<file path="src/rtl/char_pkg.sv">
// Shared definitions for the character sequencer: character codes,
// FSM state encoding and the power-on contents of the sequence table.
package char_pkg;

  localparam logic [1:0] CHAR_A = 2'b00;
  localparam logic [1:0] CHAR_J = 2'b01;
  localparam logic [1:0] CHAR_N = 2'b10;
  localparam logic [1:0] CHAR_X = 2'b11;

  typedef enum logic [1:0] {
    ST_IDLE = 2'd0,
    ST_RUN  = 2'd1,
    ST_DONE = 2'd2
  } state_e;

  // Slot i resets to the i-th entry, slot 0 in the low bits.
  localparam logic [7:0] RST_TBL = {CHAR_X, CHAR_N, CHAR_J, CHAR_A};

  function automatic logic [1:0] rst_char(input logic [1:0] slot);
    return RST_TBL[2*slot +: 2];
  endfunction

endpackage

</file>
<file path="src/rtl/char_dwell_timer.sv">
// Dwell timer: loads the per-run dwell (0 promoted to 1), counts while
// enabled and flags the last cycle of each dwell period.
module char_dwell_timer #(
  parameter int DWELL_W = 20
) (
  input  logic               clk,
  input  logic               rst,
  input  logic               load,
  input  logic [DWELL_W-1:0] load_val,
  input  logic               en,
  output logic               expire
);

  logic [DWELL_W-1:0] dwell_d, dwell_q;
  logic [DWELL_W-1:0] cnt_d, cnt_q;

  assign expire = en && (cnt_q == (dwell_q - DWELL_W'(1)));

  // Next dwell/counter values; the counter holds at all-ones rather than wrapping.
  always_comb begin
    dwell_d = dwell_q;
    cnt_d   = cnt_q;
    if (load) begin
      dwell_d = (load_val == '0) ? DWELL_W'(1) : load_val;
      cnt_d   = '0;
    end else if (en) begin
      if (expire)
        cnt_d = '0;
      else if (cnt_q != '1)
        cnt_d = cnt_q + DWELL_W'(1);
    end
  end

  // Timer registers with synchronous reset.
  always_ff @(posedge clk) begin
    if (rst) begin
      dwell_q <= '0;
      cnt_q   <= '0;
    end else begin
      dwell_q <= dwell_d;
      cnt_q   <= cnt_d;
    end
  end

endmodule

</file>
<file path="src/rtl/char_seq_ctrl.sv">
// Character sequencer: steps a small table of character codes out to the
// character PWM generator, holding each for a programmable dwell.
// Optional macro CHAR_SEQ_LOOP_EN adds a 'loop' input that restarts the
// sequence at slot 0 instead of finishing.
//
// state | meaning
// IDLE  | waiting for start, table writable, outputs zero
// RUN   | stepping through slots, busy high
// DONE  | one-cycle completion pulse, then back to IDLE
module char_seq_ctrl
  import char_pkg::*;
#(
  parameter int DWELL_W = 20,
  parameter int SEQ_LEN = 4
) (
  input  logic               clk,
  input  logic               rst,
  input  logic               start,
  input  logic               stop,
  input  logic [DWELL_W-1:0] dwell,
  input  logic               slow_en_cfg,
  input  logic               seq_wr_en,
  input  logic [1:0]         seq_wr_addr,
  input  logic [1:0]         seq_wr_data,
`ifdef CHAR_SEQ_LOOP_EN
  input  logic               loop,
`endif
  output logic [1:0]         char_select,
  output logic               slow_clk_en,
  output logic [1:0]         seq_idx,
  output logic               busy,
  output logic               done
);

  localparam logic [1:0] LAST_IDX = 2'(SEQ_LEN - 1);

  state_e     state_d, state_q;
  logic [1:0] char_d, char_q;
  logic       slow_d, slow_q;
  logic [1:0] idx_d, idx_q;
  logic       busy_d, busy_q;
  logic       done_d, done_q;
  logic [1:0] tbl_d [4];
  logic [1:0] tbl_q [4];
  logic       launch;
  logic       expire;
  logic       loop_req;
  logic [1:0] idx_inc;

`ifdef CHAR_SEQ_LOOP_EN
  assign loop_req = loop;
`else
  assign loop_req = 1'b0;
`endif

  assign idx_inc = idx_q + 2'd1;

  char_dwell_timer #(.DWELL_W(DWELL_W)) u_timer (
    .clk      (clk),
    .rst      (rst),
    .load     (launch),
    .load_val (dwell),
    .en       (state_q == ST_RUN),
    .expire   (expire)
  );

  // Table write path: only while not busy and only to implemented slots.
  always_comb begin
    tbl_d = tbl_q;
    if (seq_wr_en && !busy_q && (seq_wr_addr <= LAST_IDX))
      tbl_d[seq_wr_addr] = seq_wr_data;
  end

  // Next state and next registered outputs; stop outranks dwell expiry.
  always_comb begin
    state_d = state_q;
    char_d  = CHAR_A;
    slow_d  = 1'b0;
    idx_d   = 2'd0;
    busy_d  = 1'b0;
    done_d  = 1'b0;
    launch  = 1'b0;
    case (state_q)
      ST_IDLE: begin
        if (start && !stop) begin
          launch  = 1'b1;
          state_d = ST_RUN;
          busy_d  = 1'b1;
          slow_d  = slow_en_cfg;
          char_d  = tbl_q[0];
        end
      end
      ST_RUN: begin
        if (stop) begin
          state_d = ST_IDLE;
        end else begin
          busy_d = 1'b1;
          slow_d = slow_q;
          idx_d  = idx_q;
          char_d = char_q;
          if (expire) begin
            if (idx_q != LAST_IDX) begin
              idx_d  = idx_inc;
              char_d = tbl_q[idx_inc];
            end else if (loop_req) begin
              idx_d  = 2'd0;
              char_d = tbl_q[0];
            end else begin
              state_d = ST_DONE;
              busy_d  = 1'b0;
              slow_d  = 1'b0;
              idx_d   = 2'd0;
              char_d  = CHAR_A;
              done_d  = 1'b1;
            end
          end
        end
      end
      default: state_d = ST_IDLE;
    endcase
  end

  // State, output and table registers with synchronous reset.
  always_ff @(posedge clk) begin
    if (rst) begin
      state_q <= ST_IDLE;
      char_q  <= CHAR_A;
      slow_q  <= 1'b0;
      idx_q   <= 2'd0;
      busy_q  <= 1'b0;
      done_q  <= 1'b0;
      for (int i = 0; i < 4; i++) tbl_q[i] <= rst_char(2'(i));
    end else begin
      state_q <= state_d;
      char_q  <= char_d;
      slow_q  <= slow_d;
      idx_q   <= idx_d;
      busy_q  <= busy_d;
      done_q  <= done_d;
      tbl_q   <= tbl_d;
    end
  end

  assign char_select = char_q;
  assign slow_clk_en = slow_q;
  assign seq_idx     = idx_q;
  assign busy        = busy_q;
  assign done        = done_q;

endmodule

</file>
<file path="config.mk">
export PLATFORM = sky130hd
export DESIGN_NAME = char_seq_ctrl
export DESIGN_NICKNAME = d
export VERILOG_FILES = /design/src/rtl/char_pkg.sv /design/src/rtl/char_dwell_timer.sv /design/src/rtl/char_seq_ctrl.sv
export SDC_FILE = /design/constraint.sdc
export NUM_CORES = 1
export LEC_CHECK = 0
export ABC_AREA = 1
export CAP_MARGIN = 10
export CORE_MARGIN = 10
export CORE_UTILIZATION = 45
export DETAILED_ROUTE_END_ITERATION = 7
export PLACE_DENSITY_LB_ADDON = 0.08
export SLEW_MARGIN = 0
export SYNTH_ARGS = -nofsm -noshare
export SYNTH_HDL_FRONTEND = slang
export SYNTH_HIERARCHICAL = 1
export SYNTH_SLANG_ARGS = --single-unit
</file>
<file path="constraint.sdc">
create_clock -name clk -period 5.83 [get_ports clk]
set_clock_uncertainty 0.1 [all_clocks]
set_input_delay 1.166 -clock clk [delete_from_list [all_inputs] [get_ports clk]]
set_output_delay 1.166 -clock clk [all_outputs]
set_load 0.01 [all_outputs]
</file>
==> flow_metrics.py, run 1 <==
metrics = {
    "floorplanning": {
        "floorplan.initialDensity": 0.460,
        "die_area_um2": 13000,
        "fp.dieW_um": 114,
        "design.core.area_um2": 8680,
        "die_h_um": 114,
        "num_io_pins": 37,
        "placementRows": 34,
    },
    "place": {
        "finalWeightedCongestion": 0.876,
        "io_buffer_count": 36,
        "dp_hpwl_mm": 8.57,
    },
    "drt": {
        "totalWireLength_mm": 10.9,
        "drc": 0,
        "via_per_inst": 5.23,
        "drt.antenna.violating_nets": 0,
        "routed_wire_length_per_instance_um": 14.6,
        "route.vias.total": 3904,
        "dr.first_iter.drc_count": 226,
        "detail_route.first_pass.iterations": 5,
    },
    "grt": {
        "grt_antenna_before_repair": 0,
        "grt_first_pass_wirelength_mm": 18.0,
        "largest_net_degree_at_the_start_of_global_routing": 23,
        "grt_overflow_total": 0,
        "overall_track_demand_over_capacity_in_global_routing": 0.170,
        "via_count_of_the_first_global_routing_pass": 3698,
    },
    "power_and_ir_drop": {
        "cellLeakagePower_nw": 2.00,
        "max-vdd-ir-drop_uv": 103,
        "post-layout-total-power_mw": 1.07,
        "power_density_nw_per_um2": 230,
    },
    "cts": {
        "clock_h_tree_levels": 3,
        "clock_tree_from_tritoncts": "done",
        "worst_skew_pair.late_latency_ns": 0.34,
        "worst_setup_hold_path_clk_slew_ns": 0.07,
        "ctsLongestPathBuffers": 2,
        "cts_root_buf": "sky130_fd_sc_hd__clkbuf_8",
        "numCtsBuffers": 9,
        "cts.sinks": 57,
        "cts_setup_buffers": 0,
        "hold_buffers": 0,
        "gates_resized_cts_repair": 0,
    },
    "critical_path": {
        "crit_path_top_delay_cell": "sky130_fd_sc_hd__nor3_2",
        "regToRegSetupSlack_ns": 2.84,
        "critPathMaxStageDelay_ns": 0.62,
        "critical_path_cell_sequence": "clkdlybuf4s50_1 -> inv_2 -> nand2_2 -> nor3_2 -> nor2_2 -> buf_4 -> clkinv_1 -> o21ai_0",
        "timing_worst_setup_path_type": "input port to flop",
        "critPathRequiredTime_ns": 5.94,
        "critPathBufInv": 4,
        "worst-path-max-fanout": 21,
        "critical_path.endpoint_type": "flop",
        "worstPathArrival_ns": 3.21,
        "setup.worst_path.start_class": "input port",
        "worst_path_dominant_cell_family": "buffers and inverters",
    },
    "logic_synthesis": {
        "sequential_share_of_the_synthesized_area": 0.286,
        "library_cells_used_by_synthesis": 42,
        "synth_commonest_cells": "sky130_fd_sc_hd__nand2_1 (153), sky130_fd_sc_hd__inv_1 (79), sky130_fd_sc_hd__dfxtp_1 (57), sky130_fd_sc_hd__nor2_1 (57), sky130_fd_sc_hd__nand3_1 (52)",
        "syn_nets": 634,
        "synth_top_area_frac": 0.286,
        "post_synth_inst_count": 601,
        "post-synth-top-area-cell": "sky130_fd_sc_hd__dfxtp_1",
        "postSynth.topFlopCell": "sky130_fd_sc_hd__dfxtp_1",
        "edff_count_synth": 0,
        "ys.warnings.count": 6,
        "average_footprint_of_a_synthesized_cell_um2": 6.65,
        "post-synth-top-count-cell": "sky130_fd_sc_hd__nand2_1",
        "post_synth_main_area_contributors": "sky130_fd_sc_hd__dfxtp_1 (29%), sky130_fd_sc_hd__nand2_1 (14%), sky130_fd_sc_hd__inv_1 (7.4%), sky130_fd_sc_hd__nand3_1 (6.5%), sky130_fd_sc_hd__nor2_1 (5.4%)",
        "share_of_synthesized_flip_flops_with_an_asynchronous_set_or_reset": 0,
        "yosys_register_bits": 57,
        "netlist_area_um2": 3990,
    },
    "sta": {
        "fmax_mhz": 323,
        "rsz0062_at_grt": "false",
        "post-route-period-util": 0.531,
        "final_layout_setup_total_negative_slack_ns": 0,
        "tightest_slew_ns": 0.821,
        "post-route-min-period_ns": 3.09,
        "worst_slew_margin_rel": 0.449,
        "timing_hold_violations_final": 0,
        "timing_max_transition_violations_final": 0,
        "setup_viol": 0,
    },
    "finish": {
        "fraction_of_layout_instances_using_a_drive_strength_above_1": 0.105,
        "layout-area-overhead-vs-synth_pct": 15.7,
        "antenna_cells_inserted": 0,
        "final_nets": 667,
    },
    "run": {
        "maxCapViolCount": 0,
    },
    "worst_hold_path": {
        "min_path_type": "flop to flop",
    },
    "outcome": {
        "status": "finished clean",
    },
}
final timing paths:
path | startpoint | end | depth (start not counted)
max | stop | u_timer/dwell_q[7] | 8
min | tbl_q[2] | tbl_q[2] | 2
max reg2reg | u_timer/dwell_q[0] | seq_idx[0] | 16
min reg2reg | tbl_q[2] | tbl_q[2] | 2
routing by layer:
| metal | track usage | share of wire | vias to the layer above |
|---|---|---|---|
| li1 | - | - | 2020 |
| met1 | 0.210 | 0.46 | 1762 |
| met2 | 0.282 | 0.47 | 103 |
| met3 | 0.0393 | 0.051 | 19 |
| met4 | 0.0602 | 0.020 | 0 |
| met5 | 0 | 0 | - |
cell usage in the layout (no fill, tap or decap), types with 2 or more instances in the layout:
cell / n
sky130_fd_sc_hd__a21oi_1: 30
sky130_fd_sc_hd__a22o_1: 3
sky130_fd_sc_hd__bufinv_16: 2
sky130_fd_sc_hd__clkbuf_8: 9
sky130_fd_sc_hd__clkdlybuf4s50_1: 36
sky130_fd_sc_hd__clkinv_1: 2
sky130_fd_sc_hd__clkinvlp_4: 3
sky130_fd_sc_hd__dfxtp_1: 57
sky130_fd_sc_hd__ha_1: 3
sky130_fd_sc_hd__inv_1: 79
sky130_fd_sc_hd__inv_2: 3
sky130_fd_sc_hd__nand2_1: 153
sky130_fd_sc_hd__nand2_2: 6
sky130_fd_sc_hd__nand2_4: 3
sky130_fd_sc_hd__nand3_1: 52
sky130_fd_sc_hd__nand3_2: 3
sky130_fd_sc_hd__nand3b_1: 6
sky130_fd_sc_hd__nand4_1: 21
sky130_fd_sc_hd__nor2_1: 56
sky130_fd_sc_hd__nor2_2: 13
sky130_fd_sc_hd__nor2_4: 7
sky130_fd_sc_hd__nor3_1: 9
sky130_fd_sc_hd__nor4_1: 6
sky130_fd_sc_hd__o211ai_1: 4
sky130_fd_sc_hd__o211ai_2: 2
sky130_fd_sc_hd__o21ai_0: 25
sky130_fd_sc_hd__o311ai_2: 5
sky130_fd_sc_hd__o311ai_4: 2
sky130_fd_sc_hd__xnor2_1: 9
sky130_fd_sc_hd__xor2_1: 17
cells by family (layout without fill, tap and decap cells):
| group | Yosys count | in the layout | share of synthesized area |
|---|---|---|---|
| AO/OA/AOI/OAI | 75 | 75 | 0.133 |
| adder cells (fa/ha/maj) | 3 | 3 | 0.00940 |
| AND/OR/NAND/NOR | 341 | 341 | 0.412 |
| flip-flops | 57 | 57 | 0.286 |
| buffers and inverters | 99 | 137 | 0.103 |
| XOR/XNOR | 26 | 26 | 0.0570 |
state kept, by name, summed over array words and instances, names as in the netlist:
signal / cells
tbl_q: 8
busy: 1
seq_idx: 2
slow_clk_en: 1
state_q: 2
u_timer/cnt_q: 20
done: 1
u_timer/dwell_q: 20
char_select: 2
metrics by stage:
| step | util | cell area, µm² | hold WS (ns) | setup slack (ns) | cells |
|---|---|---|---|---|---|
| after floorplan | - | 3990 | 0.329 | 3.41 | 601 |
| after global placement | 0.507 | 4400 | 0.343 | 2.45 | 731 |
| after detailed placement | 0.507 | 4400 | 0.346 | 2.37 | 731 |
| after CTS | 0.533 | 4620 | 0.363 | 2.74 | 747 |
| after global routing | 0.533 | 4620 | 0.380 | 2.51 | 747 |
| final | 0.533 | 4620 | 0.360 | 2.74 | 747 |
worst register-to-register path, stage by stage, from the launching register on:
cell	delay [ns]
sky130_fd_sc_hd__dfxtp_1	0.34
sky130_fd_sc_hd__inv_1	0.14
sky130_fd_sc_hd__ha_1	0.28
sky130_fd_sc_hd__nand2_2	0.16
sky130_fd_sc_hd__nor2_4	0.24
sky130_fd_sc_hd__nand2_1	0.07
sky130_fd_sc_hd__nand2_1	0.11
sky130_fd_sc_hd__nand2_1	0.06
sky130_fd_sc_hd__nor2_1	0.09
sky130_fd_sc_hd__nand2_1	0.06
sky130_fd_sc_hd__nor2_1	0.16
sky130_fd_sc_hd__nand3_4	0.35
sky130_fd_sc_hd__inv_1	0.36
sky130_fd_sc_hd__inv_1	0.12
sky130_fd_sc_hd__nor3_1	0.15
sky130_fd_sc_hd__a21oi_1	0.06
sky130_fd_sc_hd__nor2_1	0.09
layout make-up:
cell class / instances / area (µm²)
clock buffer: 10 / 128
tap: 108 / 135
inverter: 84 / 315
multi-input combinational: 445 / 2440
timing repair buffer: 37 / 368
sequential: 57 / 1140
clock inverter: 6 / 91.3
fill: 900 / 4060
report_power, final:
group	switching (mW)	total (mW)	internal [mW]
clock network	0.175	0.417	0.242
registers	0.0132	0.415	0.402
logic	0.145	0.234	0.0886
Power figures use the tool's default switching activity.
==> run 2: changes to the inputs <==
==> constraint.sdc (replaced) <==
create_clock -name clk -period 2.8 [get_ports clk]
set_clock_uncertainty 0.1 [all_clocks]
set_input_delay 0.56 -clock clk [delete_from_list [all_inputs] [get_ports clk]]
set_output_delay 0.56 -clock clk [all_outputs]
set_load 0.01 [all_outputs]
==> run 2 against run 1 <==
Effect of this change:
- routed wire length is 5.0% higher
- critical endpoint is now u_timer/cnt_q[3]
- count of clock-buffer cells in the layout is 1 lower
- first-iteration DRC count is 13% higher
- clock power is 93% higher
==> flow_metrics.py, run 2 (synthesis gave the netlist of run 1 again) <==
metrics = {
    "outcome": {
        "status": "finished clean",
    },
    "cts": {
        "clock_h_tree_levels": 3,
        "cts_root_buf": "sky130_fd_sc_hd__clkbuf_8",
        "ctsLongestPathBuffers": 2,
        "numCtsBuffers": 9,
        "cts.sinks": 57,
        "clock_tree_from_tritoncts": "done",
        "worst_setup_hold_path_clk_slew_ns": 0.08,
        "worst_skew_pair.late_latency_ns": 0.35,
    },
    "place": {
        "dpl.cell_count": 739,
        "io_buffer_count": 36,
        "finalWeightedCongestion": 0.932,
        "dp_hpwl_mm": 9.08,
        "placedInstanceArea_um2": 4480,
        "place_worst_setup_slack_ns": 0.183,
    },
    "floorplanning": {
        "design.core.area_um2": 8680,
        "floorplan.initialDensity": 0.460,
        "fp.dieW_um": 114,
        "die_area_um2": 13000,
        "die_h_um": 114,
        "num_io_pins": 37,
        "placementRows": 34,
    },
    "power_and_ir_drop": {
        "cellLeakagePower_nw": 2.03,
        "power_density_nw_per_um2": 465,
        "max-vdd-ir-drop_uv": 245,
        "post-layout-total-power_mw": 2.18,
    },
    "drt": {
        "routed_wire_length_per_instance_um": 15.2,
        "detail_route.first_pass.iterations": 4,
        "route.vias.total": 4055,
        "totalWireLength_mm": 11.5,
        "drt.antenna.violating_nets": 0,
        "drc": 0,
        "via_per_inst": 5.37,
        "dr.first_iter.drc_count": 256,
    },
    "sta": {
        "final.setup.worst_slack_ns": 0.241,
        "setup_viol": 0,
        "post-route-period-util": 0.914,
        "final_layout_setup_total_negative_slack_ns": 0,
        "fmax_mhz": 391,
        "timing_max_transition_violations_final": 0,
        "timing_hold_violations_final": 0,
        "post-route-min-period_ns": 2.56,
        "tightest_slew_ns": 0.551,
        "hold-worst-slack_ns": 0.360,
        "worst_slew_margin_rel": 0.631,
        "rsz0062_at_grt": "false",
    },
    "critical_path": {
        "worst-path-max-fanout": 13,
        "critPathRequiredTime_ns": 2.99,
        "timing_worst_setup_path_type": "flop to flop",
        "critical_path.endpoint_type": "flop",
        "worstPathArrival_ns": 2.75,
        "setup.worst_path.start_class": "flop",
    },
    "finish": {
        "layout-area-overhead-vs-synth_pct": 17.4,
        "final_core_utilization": 0.540,
        "antenna_cells_inserted": 0,
        "biggestRegsByFlops": "u_timer/cnt_q x20, u_timer/dwell_q x20, tbl_q x8",
        "finish.instance_area_um2": 4690,
        "mostFrequentLayoutCells": "sky130_fd_sc_hd__nand2_1 (153), sky130_fd_sc_hd__inv_1 (78), sky130_fd_sc_hd__dfxtp_1 (57), sky130_fd_sc_hd__nor2_1 (56), sky130_fd_sc_hd__nand3_1 (52)",
        "instances_no_fill": 755,
        "final_nets": 675,
        "fraction_of_layout_instances_using_a_drive_strength_above_1": 0.121,
        "layout.cells.most_common": "sky130_fd_sc_hd__nand2_1",
    },
    "grt": {
        "grt_overflow_total": 0,
        "via_count_of_the_first_global_routing_pass": 3879,
        "overall_track_demand_over_capacity_in_global_routing": 0.182,
        "grt_first_pass_wirelength_mm": 19.5,
        "grt_antenna_before_repair": 0,
        "largest_net_degree_at_the_start_of_global_routing": 21,
    },
    "worst_hold_path": {
        "min_path_type": "flop to flop",
    },
    "run": {
        "maxCapViolCount": 0,
    },
}
## run 2: cell types whose count changed in the layout (fill, tap and decap cells not counted)
cell and delta:
sky130_fd_sc_hd__buf_4 +6, sky130_fd_sc_hd__clkinv_4 +2, sky130_fd_sc_hd__buf_12 +1, sky130_fd_sc_hd__buf_6 +1, sky130_fd_sc_hd__bufinv_16 -1, sky130_fd_sc_hd__clkbuf_1 -1, sky130_fd_sc_hd__clkinvlp_4 +1, sky130_fd_sc_hd__ha_1 -1
sky130_fd_sc_hd__ha_2 +1, sky130_fd_sc_hd__inv_1 -1
## run 2: critical path, stage by stage (launching register included)
cell and delay [ns]:
sky130_fd_sc_hd__dfxtp_1 0.32, sky130_fd_sc_hd__inv_1 0.14, sky130_fd_sc_hd__ha_2 0.25, sky130_fd_sc_hd__nand2_2 0.13
sky130_fd_sc_hd__nor2_4 0.23, sky130_fd_sc_hd__nand3_2 0.08, sky130_fd_sc_hd__nand2_1 0.10, sky130_fd_sc_hd__inv_1 0.05
sky130_fd_sc_hd__nor2_1 0.10, sky130_fd_sc_hd__nand2_1 0.06, sky130_fd_sc_hd__nor2_1 0.17, sky130_fd_sc_hd__nand3_4 0.20
sky130_fd_sc_hd__buf_6 0.23, sky130_fd_sc_hd__nand2_4 0.13, sky130_fd_sc_hd__a21oi_1 0.09, sky130_fd_sc_hd__nor2_2 0.09
## run 2: metal layers
| metal | vias up | routed length (µm) | GRT usage |
|---|---|---|---|
| li1 | 2049 | - | - |
| met1 | 1878 | 5380 | 0.240 |
| met2 | 118 | 5380 | 0.296 |
| met3 | 10 | 601 | 0.0309 |
| met4 | 0 | 125 | 0.0585 |
| met5 | - | 0 | 0 |
## run 2: power breakdown
group          internal [mW]  switching (mW)  leakage [nW]
registers              0.836          0.0266         0.463
clock network          0.416           0.388        0.0921
logic                  0.192           0.320          1.48
## run 2: worst paths after layout
| kind | from | to | slack (ns) | cells past startpoint |
|---|---|---|---|---|
| max | u_timer/dwell_q[0] | u_timer/cnt_q[3] | 0.24 | 15 |
| min | tbl_q[2] | tbl_q[2] | 0.36 | 2 |
| max reg2reg | u_timer/dwell_q[0] | u_timer/cnt_q[3] | 0.24 | 15 |
| min reg2reg | tbl_q[2] | tbl_q[2] | 0.36 | 2 |
## run 2: layout make-up
cell class	instances	area [µm²]
fillers	874	3990
multi-input cells	445	2450
flip-flops and latches	57	1140
repair buffers	45	444
inverters	84	319
well taps	108	135
clock buffers	9	124
clock inverters	7	78.8
## run 2: what timing repair did
item                       4_1_cts  5_1_grt
hold buffers                     0        0
resized for setup                0        3
buffers inserted                 0        0
setup endpoints to repair        0       13
==> run 3: changes to the inputs <==
--- a/config.mk
+++ b/config.mk
@@ -8,8 +8,9 @@
 export ABC_AREA = 1
 export CAP_MARGIN = 10
 export CORE_MARGIN = 10
-export CORE_UTILIZATION = 45
+export CORE_UTILIZATION = 53
 export DETAILED_ROUTE_END_ITERATION = 7
+export HOLD_SLACK_MARGIN = 0.1
 export PLACE_DENSITY_LB_ADDON = 0.08
 export SLEW_MARGIN = 0
 export SYNTH_ARGS = -nofsm -noshare
==> run 3 against run 2 <==
Effect of this change:
- power down 1.1%
- count of clock-buffer cells in the layout is 1 higher
- setup slack gained 0.039 ns
- die area decreased by 13%
- sequential power hardly changed
- register-to-register slack better by 0.04 ns
- design area grew 0.69%
- via count rose by 0.20%
- utilization rose by 11 points
- worst hold slack better by 0.0041 ns
- clock power decreased by 2.6%
- largest cell class unchanged
- largest power group unchanged
==> flow_metrics.py, run 3 (synthesis gave the netlist of run 1 again) <==
metrics = {
    "outcome": {
        "status": "finished clean",
    },
    "finish": {
        "multi_input_gate_area_in_the_final_layout_um2": 2450,
        "layout-area-overhead-vs-synth_pct": 18.2,
        "mostFrequentLayoutCells": "sky130_fd_sc_hd__nand2_1 (153), sky130_fd_sc_hd__inv_1 (78), sky130_fd_sc_hd__dfxtp_1 (57), sky130_fd_sc_hd__nor2_1 (56), sky130_fd_sc_hd__nand3_1 (52)",
        "layout.cells.most_common": "sky130_fd_sc_hd__nand2_1",
        "final_nets": 684,
        "area_taken_by_flip_flops_and_latches_um2": 1140,
        "biggestRegsByFlops": "u_timer/cnt_q x20, u_timer/dwell_q x20, tbl_q x8",
        "final_core_utilization": 0.647,
        "antenna_cells_inserted": 0,
        "instances_no_fill": 755,
        "fraction_of_layout_instances_using_a_drive_strength_above_1": 0.133,
        "fillCellCount": 703,
    },
    "floorplanning": {
        "num_io_pins": 37,
        "placementRows": 31,
        "die_area_um2": 11400,
        "fp.dieW_um": 107,
        "floorplan.initialDensity": 0.548,
        "die_h_um": 107,
        "design.core.area_um2": 7290,
    },
    "cts": {
        "cts_root_buf": "sky130_fd_sc_hd__clkbuf_8",
        "cts.sinks": 57,
        "worst_setup_hold_path_clk_slew_ns": 0.08,
        "clock_h_tree_levels": 3,
        "clock_tree_from_tritoncts": "done",
        "worst_skew_pair.late_latency_ns": 0.35,
        "ctsLongestPathBuffers": 2,
        "numCtsBuffers": 9,
        "hold_buffers": 0,
    },
    "grt": {
        "largest_net_degree_at_the_start_of_global_routing": 21,
        "overall_track_demand_over_capacity_in_global_routing": 0.202,
        "grt_overflow_total": 0,
        "via_count_of_the_first_global_routing_pass": 3862,
        "grt_antenna_before_repair": 0,
        "grt_first_pass_wirelength_mm": 18.9,
    },
    "place": {
        "dpl.cell_count": 733,
        "io_buffer_count": 36,
        "finalWeightedCongestion": 0.910,
        "dp_hpwl_mm": 8.95,
    },
    "power_and_ir_drop": {
        "sequentialPowerShare": 0.401,
        "cellLeakagePower_nw": 2.07,
        "power_density_nw_per_um2": 456,
        "power.net_switching_mw": 0.694,
        "combinationalPowerShare": 0.236,
        "post-layout-total-power_mw": 2.15,
        "max-vdd-ir-drop_uv": 317,
        "switching_share": 0.322,
        "clock_power_share": 0.363,
        "p_int_mw": 1.46,
    },
    "run": {
        "maxCapViolCount": 0,
    },
    "critical_path": {
        "critical_path.endpoint_type": "flop",
        "crit_path_top_delay_cell": "sky130_fd_sc_hd__dfxtp_1",
        "worstPathArrival_ns": 2.71,
        "critical_path_cell_sequence": "nor2_1 -> nand2_1 -> nor2_1 -> nand3_1 -> nand2_1 -> nand2_1 -> nor2_1 -> nand2_1 -> nor2_2 -> nand3_4 -> buf_4 -> nand2_4 -> a21oi_1 -> nor2_2",
        "worst_path_dominant_cell_family": "simple AND/OR/NAND/NOR gates",
        "critPathRequiredTime_ns": 2.99,
        "worst-path-max-fanout": 15,
        "critPathMostFrequentCell": "sky130_fd_sc_hd__nand2_1",
        "timing_worst_setup_path_type": "flop to flop",
        "critPathMaxStageDelay_ns": 0.37,
        "setup.worst_path.start_class": "flop",
        "critPathBufInv": 1,
    },
    "drt": {
        "dr.first_iter.drc_count": 248,
        "drt.antenna.violating_nets": 0,
        "via_per_inst": 5.38,
        "totalWireLength_mm": 11.2,
        "detail_route.first_pass.iterations": 5,
        "length_of_routed_met3_wiring_um": 687,
        "routed_wire_length_per_instance_um": 14.9,
        "routed_metal_1_wire_length_mm": 4.83,
        "route.vias.total": 4063,
        "met2_length_mm": 5.39,
        "drc": 0,
        "top_signal_layer_used": "met4",
    },
    "sta": {
        "timing_hold_violations_final": 0,
        "final_layout_setup_total_negative_slack_ns": 0,
        "post-route-period-util": 0.900,
        "worst_slew_margin_rel": 0.598,
        "timing_max_transition_violations_final": 0,
        "setup_viol": 0,
        "hold-worst-slack_ns": 0.364,
        "rsz0062_at_grt": "false",
        "fmax_mhz": 397,
        "tightest_slew_ns": 0.598,
        "post-route-min-period_ns": 2.52,
    },
    "worst_hold_path": {
        "min_path_type": "flop to flop",
    },
}
==> run 3: cell type report <==
type | count | share of cell area
Inverter | 84 | 0.0676
Timing Repair Buffer | 54 | 0.105
Tap cell | 99 | 0.0262
Sequential cell | 57 | 0.242
Multi-Input combinational cell | 445 | 0.518
Clock inverter | 6 | 0.0122
Clock buffer | 10 | 0.0292
==> run 3: path summary, 6_finish.rpt <==
| kind | startpoint | end | slack, ns | cells past startpoint |
|---|---|---|---|---|
| setup / recovery | u_timer/dwell_q[13] | u_timer/cnt_q[3] | 0.28 | 14 |
| hold / removal | slow_clk_en | slow_clk_en | 0.36 | 2 |
| setup reg to reg | u_timer/dwell_q[13] | u_timer/cnt_q[3] | 0.28 | 14 |
| hold reg to reg | slow_clk_en | slow_clk_en | 0.36 | 2 |
==> run 3: stage by stage <==
stage                     instance area [µm²]  setup WS, ns
after floorplan                          3990         0.550
after global placement                   4470         0.134
after detailed placement                 4470        0.0996
after CTS                                4670        0.0693
after global routing                     4720        0.0856
final                                    4720         0.280
==> run 3: worst reg2reg max path, stage by stage, from the launching register on <==
cell	delay, ns
sky130_fd_sc_hd__dfxtp_1	0.37
sky130_fd_sc_hd__nor2_1	0.23
sky130_fd_sc_hd__nand2_1	0.11
sky130_fd_sc_hd__nor2_1	0.26
sky130_fd_sc_hd__nand3_1	0.18
sky130_fd_sc_hd__nand2_1	0.13
sky130_fd_sc_hd__nand2_1	0.06
sky130_fd_sc_hd__nor2_1	0.09
sky130_fd_sc_hd__nand2_1	0.07
sky130_fd_sc_hd__nor2_2	0.14
sky130_fd_sc_hd__nand3_4	0.14
sky130_fd_sc_hd__buf_4	0.25
sky130_fd_sc_hd__nand2_4	0.14
sky130_fd_sc_hd__a21oi_1	0.10
sky130_fd_sc_hd__nor2_2	0.10
==> run 3: routing by layer <==
metal  GRT usage  vias to the layer above
li1            -                     2062
met4      0.0851                        0
met3      0.0455                       23
met2       0.334                      128
met1       0.247                     1850
met5           0                        -
==> run 3: power groups by stage <==
stage / combinational (mW) / sequential (mW) / clock, mW
after floorplan: 0.366 / 0.874 / 0
after global placement: 0.492 / 0.882 / 0
after detailed placement: 0.501 / 0.882 / 0
after CTS: 0.502 / 0.864 / 0.797
after global routing: 0.573 / 0.867 / 0.829
final: 0.509 / 0.864 / 0.783
==> run 3: what timing repair did <==
item / in CTS / in global routing
setup endpoints to repair: 0 / 18
gates resized for setup: 0 / 2
buffers inserted: 0 / 6
